$ cat src/rtl/gtx_frame_rx.sv
// GTX 8b/10b receive deframer: comma lock, frame extraction and checking.
// Emits payload words, a per-frame status strobe and saturating counters.
module gtx_frame_rx #(
    parameter int MAX_LEN  = 256,
    parameter int LOCK_CNT = 16,
    parameter int LOSS_CNT = 4
) (
    input  logic        clk_i,
    input  logic        rst_i,
    input  logic [1:0]  ctrl_i,
    input  logic [15:0] data_i,
    output logic [15:0] data_o,
    output logic        valid_o,
    output logic        first_o,
    output logic        last_o,
    output logic [7:0]  seq_o,
    output logic        done_o,
    output logic        ok_o,
    output logic        err_o,
    output logic [2:0]  err_code_o,
    output logic        seq_err_o,
    output logic        lock_o,
    output logic [15:0] frame_cnt_o,
    output logic [15:0] err_cnt_o
);

    localparam int CW = $clog2(MAX_LEN + 1);
    localparam int IW = $clog2(LOCK_CNT + 1);
    localparam int LW = $clog2(LOSS_CNT + 1);

    typedef enum logic [2:0] {
        S_HUNT,
        S_LEN,
        S_BODY,
        S_CHK,
        S_EOF
    } state_t;

    state_t          state;
    logic [CW-1:0]   cnt;
    logic [15:0]     sum;
    logic            chk_ok;
    logic            first_pend;
    logic [7:0]      seq_ref;
    logic            ref_valid;
    logic [IW-1:0]   idle_cnt;
    logic [LW-1:0]   loss_cnt;

    logic is_k;
    logic is_data;
    logic is_idle;
    logic is_sof;
    logic is_eof;
    logic is_illegal;
    logic len_ok;
    logic loss_hit;
    logic fail;
    logic good;
    logic [2:0] code;

    assign is_k       = (ctrl_i == 2'b01);
    assign is_data    = (ctrl_i == 2'b00);
    assign is_idle    = is_k && (data_i == 16'h50BC);
    assign is_sof     = is_k && (data_i[7:0] == 8'hFB);
    assign is_eof     = is_k && (data_i == 16'h00FD);
    assign is_illegal = ctrl_i[1] || (is_k && !is_idle && !is_sof && !is_eof);
    assign len_ok     = (data_i != 16'h0000) && (data_i <= 16'(MAX_LEN));
    assign loss_hit   = lock_o && is_illegal && (loss_cnt == LW'(LOSS_CNT - 1));

    // Frame verdict for the word on the input this cycle.
    always_comb begin
        fail = 1'b0;
        good = 1'b0;
        code = 3'd0;
        if (loss_hit) begin
            if (state != S_HUNT) begin
                fail = 1'b1;
                code = 3'd5;
            end
        end else if (lock_o) begin
            unique case (state)
                S_HUNT: ;
                S_LEN: begin
                    if (!is_data) begin
                        fail = 1'b1;
                        code = 3'd2;
                    end else if (!len_ok) begin
                        fail = 1'b1;
                        code = 3'd1;
                    end
                end
                S_BODY, S_CHK: begin
                    if (!is_data) begin
                        fail = 1'b1;
                        code = 3'd2;
                    end
                end
                S_EOF: begin
                    if (is_eof) begin
                        good = chk_ok;
                        fail = !chk_ok;
                        code = chk_ok ? 3'd0 : 3'd3;
                    end else if (is_data) begin
                        fail = 1'b1;
                        code = 3'd4;
                    end else if (is_k) begin
                        fail = 1'b1;
                        code = 3'd2;
                    end
                end
                default: ;
            endcase
        end
    end

    always_ff @(posedge clk_i or posedge rst_i) begin
        if (rst_i) begin
            lock_o   <= 1'b0;
            idle_cnt <= '0;
            loss_cnt <= '0;
        end else if (!lock_o) begin
            loss_cnt <= '0;
            if (!is_idle) begin
                idle_cnt <= '0;
            end else if (idle_cnt == IW'(LOCK_CNT - 1)) begin
                idle_cnt <= '0;
                lock_o   <= 1'b1;
            end else begin
                idle_cnt <= idle_cnt + 1'b1;
            end
        end else if (!is_illegal) begin
            loss_cnt <= '0;
        end else if (loss_hit) begin
            loss_cnt <= '0;
            lock_o   <= 1'b0;
        end else begin
            loss_cnt <= loss_cnt + 1'b1;
        end
    end

    always_ff @(posedge clk_i or posedge rst_i) begin
        if (rst_i) begin
            state       <= S_HUNT;
            cnt         <= '0;
            sum         <= '0;
            chk_ok      <= 1'b0;
            first_pend  <= 1'b0;
            seq_ref     <= '0;
            ref_valid   <= 1'b0;
            data_o      <= '0;
            valid_o     <= 1'b0;
            first_o     <= 1'b0;
            last_o      <= 1'b0;
            seq_o       <= '0;
            done_o      <= 1'b0;
            ok_o        <= 1'b0;
            err_o       <= 1'b0;
            err_code_o  <= '0;
            seq_err_o   <= 1'b0;
            frame_cnt_o <= '0;
            err_cnt_o   <= '0;
        end else begin
            valid_o    <= 1'b0;
            first_o    <= 1'b0;
            last_o     <= 1'b0;
            done_o     <= fail | good;
            ok_o       <= good;
            err_o      <= fail;
            err_code_o <= code;
            seq_err_o  <= good && ref_valid && (seq_o != seq_ref + 8'd1);
            if (good) begin
                seq_ref   <= seq_o;
                ref_valid <= 1'b1;
                if (frame_cnt_o != 16'hFFFF) frame_cnt_o <= frame_cnt_o + 1'b1;
            end
            if (fail && err_cnt_o != 16'hFFFF) err_cnt_o <= err_cnt_o + 1'b1;

            if (loss_hit) begin
                state     <= S_HUNT;
                ref_valid <= 1'b0;
            end else if (lock_o) begin
                // A SOF seen in any frame state restarts framing on that word.
                if (is_sof) begin
                    seq_o <= data_i[15:8];
                    sum   <= '0;
                    state <= S_LEN;
                end else begin
                    unique case (state)
                        S_HUNT: ;
                        S_LEN: begin
                            if (is_data && len_ok) begin
                                cnt        <= data_i[CW-1:0];
                                sum        <= data_i;
                                first_pend <= 1'b1;
                                state      <= S_BODY;
                            end else begin
                                state <= S_HUNT;
                            end
                        end
                        S_BODY: begin
                            if (is_data) begin
                                valid_o    <= 1'b1;
                                data_o     <= data_i;
                                first_o    <= first_pend;
                                last_o     <= (cnt == CW'(1));
                                first_pend <= 1'b0;
                                sum        <= sum + data_i;
                                cnt        <= cnt - 1'b1;
                                if (cnt == CW'(1)) state <= S_CHK;
                            end else begin
                                state <= S_HUNT;
                            end
                        end
                        S_CHK: begin
                            if (is_data) begin
                                chk_ok <= (data_i == sum);
                                state  <= S_EOF;
                            end else begin
                                state <= S_HUNT;
                            end
                        end
                        S_EOF: begin
                            if (!ctrl_i[1]) state <= S_HUNT;
                        end
                        default: state <= S_HUNT;
                    endcase
                end
            end
        end
    end

endmodule

$ cat config.mk
export PLATFORM = sky130hd
export DESIGN_NAME = gtx_frame_rx
export DESIGN_NICKNAME = d
export VERILOG_FILES = /design/src/rtl/gtx_frame_rx.sv
export SDC_FILE = /design/constraint.sdc
export NUM_CORES = 1
export LEC_CHECK = 0
export ABC_AREA = 1
export CAP_MARGIN = 10
export CORE_MARGIN = 5
export CORE_UTILIZATION = 41
export CTS_BUF_LIST = sky130_fd_sc_hd__clkbuf_16
export CTS_CLUSTER_SIZE = 20
export DETAILED_ROUTE_END_ITERATION = 16
export GPL_TIMING_DRIVEN = 0
export PLACE_DENSITY = 0.6
export SLEW_MARGIN = 30
export SYNTH_ARGS = -nofsm -noshare
export SYNTH_HDL_FRONTEND = slang
export SYNTH_SLANG_ARGS = --single-unit
$ cat constraint.sdc
create_clock -name clk_i -period 5 [get_ports clk_i]
set_input_delay 1 -clock clk_i [delete_from_list [all_inputs] [get_ports clk_i]]
set_output_delay 1 -clock clk_i [all_outputs]
set_load 0.1 [all_outputs]
==> impl_metrics.csv <==
group,metric,value,unit
finish,drive_above_1_share,8.33,%
placement,post-place-cells,1184,
logic_synthesis,synth_seq_cells,114,
logic_synthesis,synth_edf_count,0,
logic_synthesis,yosys.area.top_type,"dfrtp_1",
critical_path,cpLargestDelayFamily,"compound AO/OA/AOI/OAI gates",
grt,grt_pass1_wl,30400,um
power,ir_worst_vdd,0.281,mV
timing,drv_slew,0,
clock_tree,cts_buffers,17,
floorplanning,die_x,139,um
clock_tree,clk_latency,410,ps
timing,rsz0062_at_grt,"no",
route,drt_iter0_drc,371,
critical_path,critical_path_class,"input pin to flop",
critical_path,critPathMaxStageDelay,520,ps
finish,final_cell_mix,"nand2_1 (257), dfrtp_1 (114), clkdlybuf4s50_1 (86), inv_1 (85), nand3_1 (71)",
route,num_vias,6101,
critical_path,cp-end-kind,"flop",
clock_tree,clkTransAtPathRegs,50,ps
route,drt_wl_total,17800,um
critical_path,crit_chain,"clkdlybuf4s50_1 -> ha_1 -> nand2_1 -> o21ai_0 -> inv_1 -> o21ai_0 -> nand2_1 -> nand2_1 -> nand2_1 -> a21oi_1 -> o21ai_0",
power,p_leak,4.19,nW
critical_path,path_buf_inv,2,
grt,grt.total_usage,19.2,%
timing,setup_tns,0,ps
route,antenna_left,0,
route,first_pass_iters,5,
logic_synthesis,netlist_area,6790,um2
logic_synthesis,ys.flop_type,"dfrtp_1",
grt,grt_max_degree,90,
placement,portBuffers,86,
route,drc,0,
route,vias_per_cell,5.02,
logic_synthesis,async_flop_share,100,%
clock_tree,clockRootBuffer,"clkbuf_16",
timing,whs,441,ps
finish,num_antenna_cells,0,
floorplanning,start_util,41.4,%
logic_synthesis,syn-num-nets,920,
route,drt-wirelength-per-cell,14.6,um
logic_synthesis,synth-seq-area-share,42.0,%
finish,nets,1026,
timing,worst_pin_slew,1030,ps
critical_path,crit_top_cell,"nand2_1",
floorplanning,ioPinCount,87,
critical_path,cp_max_fo,6,
clock_tree,hold_buffers,0,
logic_synthesis,yosys_warnings,0,
finish,area_growth,26.7,%
logic_synthesis,postSynthCellCount,877,
clock_tree,cts_tree,"built",
finish,layout_commonest_cell,"nand2_1",
status,status,"finished, final reports clean",
timing,hold_viol,0,
logic_synthesis,ys_types,47,
timing,fin_skew,6.28,ps
finish,final_cells,1216,
logic_synthesis,yosys-top-cells-area,"dfrtp_1 (42%), nand2_1 (14%), nand3_1 (5.2%), inv_1 (4.7%), xor2_1 (4.5%)",
min_path,hold_class,"flop to flop",
floorplanning,coreArea,16400,um2
critical_path,cp.required,5290,ps
timing,slew_headroom,31.3,%
logic_synthesis,avgSynthCellArea,7.75,um2
grt,grt_pass1_vias,5974,
clock_tree,cts.sinks,114,
floorplanning,dieArea,19200,um2
timing,fmaxAchievable,325,MHz
clock_tree,clockBufferDepth,2,
clock_tree,post_cts_buffers,0,
grt,antenna_found_initial,0,
run,maxCapViolations,0,
timing,finalCriticalPeriod,3070,ps
timing,fin_crit_sh,61.4,%
floorplanning,die_h,139,um
grt,grt.overflow.total,0,
clock_tree,cts_resized,0,
critical_path,cp_data_arrival_time,3370,ps
power,pwr_density_cell,323,nW/um2
placement,gp_congestion,0.917,
critical_path,slowest_stage,"clkdlybuf4s50_1",
timing,setup_viol,0,
clock_tree,cts-htree-levels,4,
critical_path,start_kind,"input pin",
floorplanning,rows,47,
logic_synthesis,synth_top_area_share,42.0,%
placement,place_hpwl,13300,um
per-layer routing:
metal / part of all wire (%) / track usage, %
met1: 46 / 25.7
met3: 4.6 / 3.83
met5: 0 / 0
met2: 47 / 31.3
met4: 2.0 / 6.69
cell usage after synthesis (2+ instances only):
master / number
a21o_1: 4
a21oi_1: 26
a31oi_1: 5
buf_2: 4
buf_4: 3
buf_6: 4
clkbuf_1: 8
dfrtp_1: 114
ha_1: 22
inv_1: 85
inv_2: 2
inv_4: 2
nand2_1: 257
nand2_2: 11
nand2_4: 3
nand3_1: 71
nand3_2: 2
nand4_1: 13
nor2_1: 57
nor2_2: 2
nor2_4: 5
nor3_1: 21
nor4_1: 9
o21a_1: 2
o21ai_0: 56
o21ai_1: 12
o21ai_2: 5
o31ai_1: 4
xnor2_1: 16
xor2_1: 35
logic make-up (layout without fill, tap and decap cells):
kind of cell / Yosys count / in the layout / synth area share [%]
AO/OA/AOI/OAI: 120 / 120 / 9.84
flip-flops: 114 / 114 / 42.0
AND/OR/NAND/NOR: 458 / 458 / 30.1
buffers and inverters: 110 / 229 / 7.00
XOR/XNOR: 51 / 51 / 6.58
multiplexers: 1 / 1 / 0.147
adder cells (fa/ha/maj): 23 / 23 / 4.35
power breakdown:
part           internal, mW  switching, mW
sequential            0.953         0.0318
clock                 0.880          0.438
combinational         0.125          0.350
total                  1.96          0.819
flip-flops by register name, indices dropped and copies added (netlist names):
name	count
chk_ok	1
cnt	9
data_o	16
done_o	1
err_cnt_o	16
err_code_o	3
err_o	1
first_o	1
first_pend	1
frame_cnt_o	16
idle_cnt	5
last_o	1
lock_o	1
loss_cnt	3
ok_o	1
ref_valid	1
seq_err_o	1
seq_o	8
seq_ref	8
state	3
sum	16
valid_o	1
cell type report:
type	instances	area [um2]
Inverter	90	350
Clock inverter	15	215
Multi-Input combinational cell	653	3460
Sequential cell	114	2850
Clock buffer	17	425
Timing Repair Buffer	87	888
Tap cell	220	275
Buffer	20	133
Fill cell	1588	7800
stage by stage:
stage / utilization [%] / cell area, um2 / power, mW / worst slack, ps
6_report: 52.4 / 8600 / 2.78 / 1930
5_1_grt: 52.4 / 8600 / 2.89 / 1700
4_1_cts: 52.4 / 8600 / 2.81 / 1930
3_5_place_dp: 48.5 / 7960 / 1.48 / 1540
3_3_place_gp: 48.3 / 7930 / 1.47 / -883
2_1_floorplan: - / 6790 / 1.34 / 984
final timing paths:
| path | depth (start not counted) | endpoint | slack (ps) | start |
|---|---|---|---|---|
| worst max-delay path | 11 | sum[13]$_DFFE_PP0P_ | 1930 | data_i[2] |
| worst min register to register | 1 | loss_cnt[0]$_DFF_PP0_ | 440 | loss_cnt[0]$_DFF_PP0_ |
| worst max register to register | 10 | sum[13]$_DFFE_PP0P_ | 2730 | sum[2]$_DFFE_PP0P_ |
| max in group asynchronous | 3 | sum[12]$_DFFE_PP0P_ | 3390 | rst_i |
| worst min-delay path | 1 | loss_cnt[0]$_DFF_PP0_ | 440 | loss_cnt[0]$_DFF_PP0_ |
| min in group asynchronous | 2 | err_o$_DFF_PP0_ | 930 | rst_i |
(Power assumes the default switching activity.)
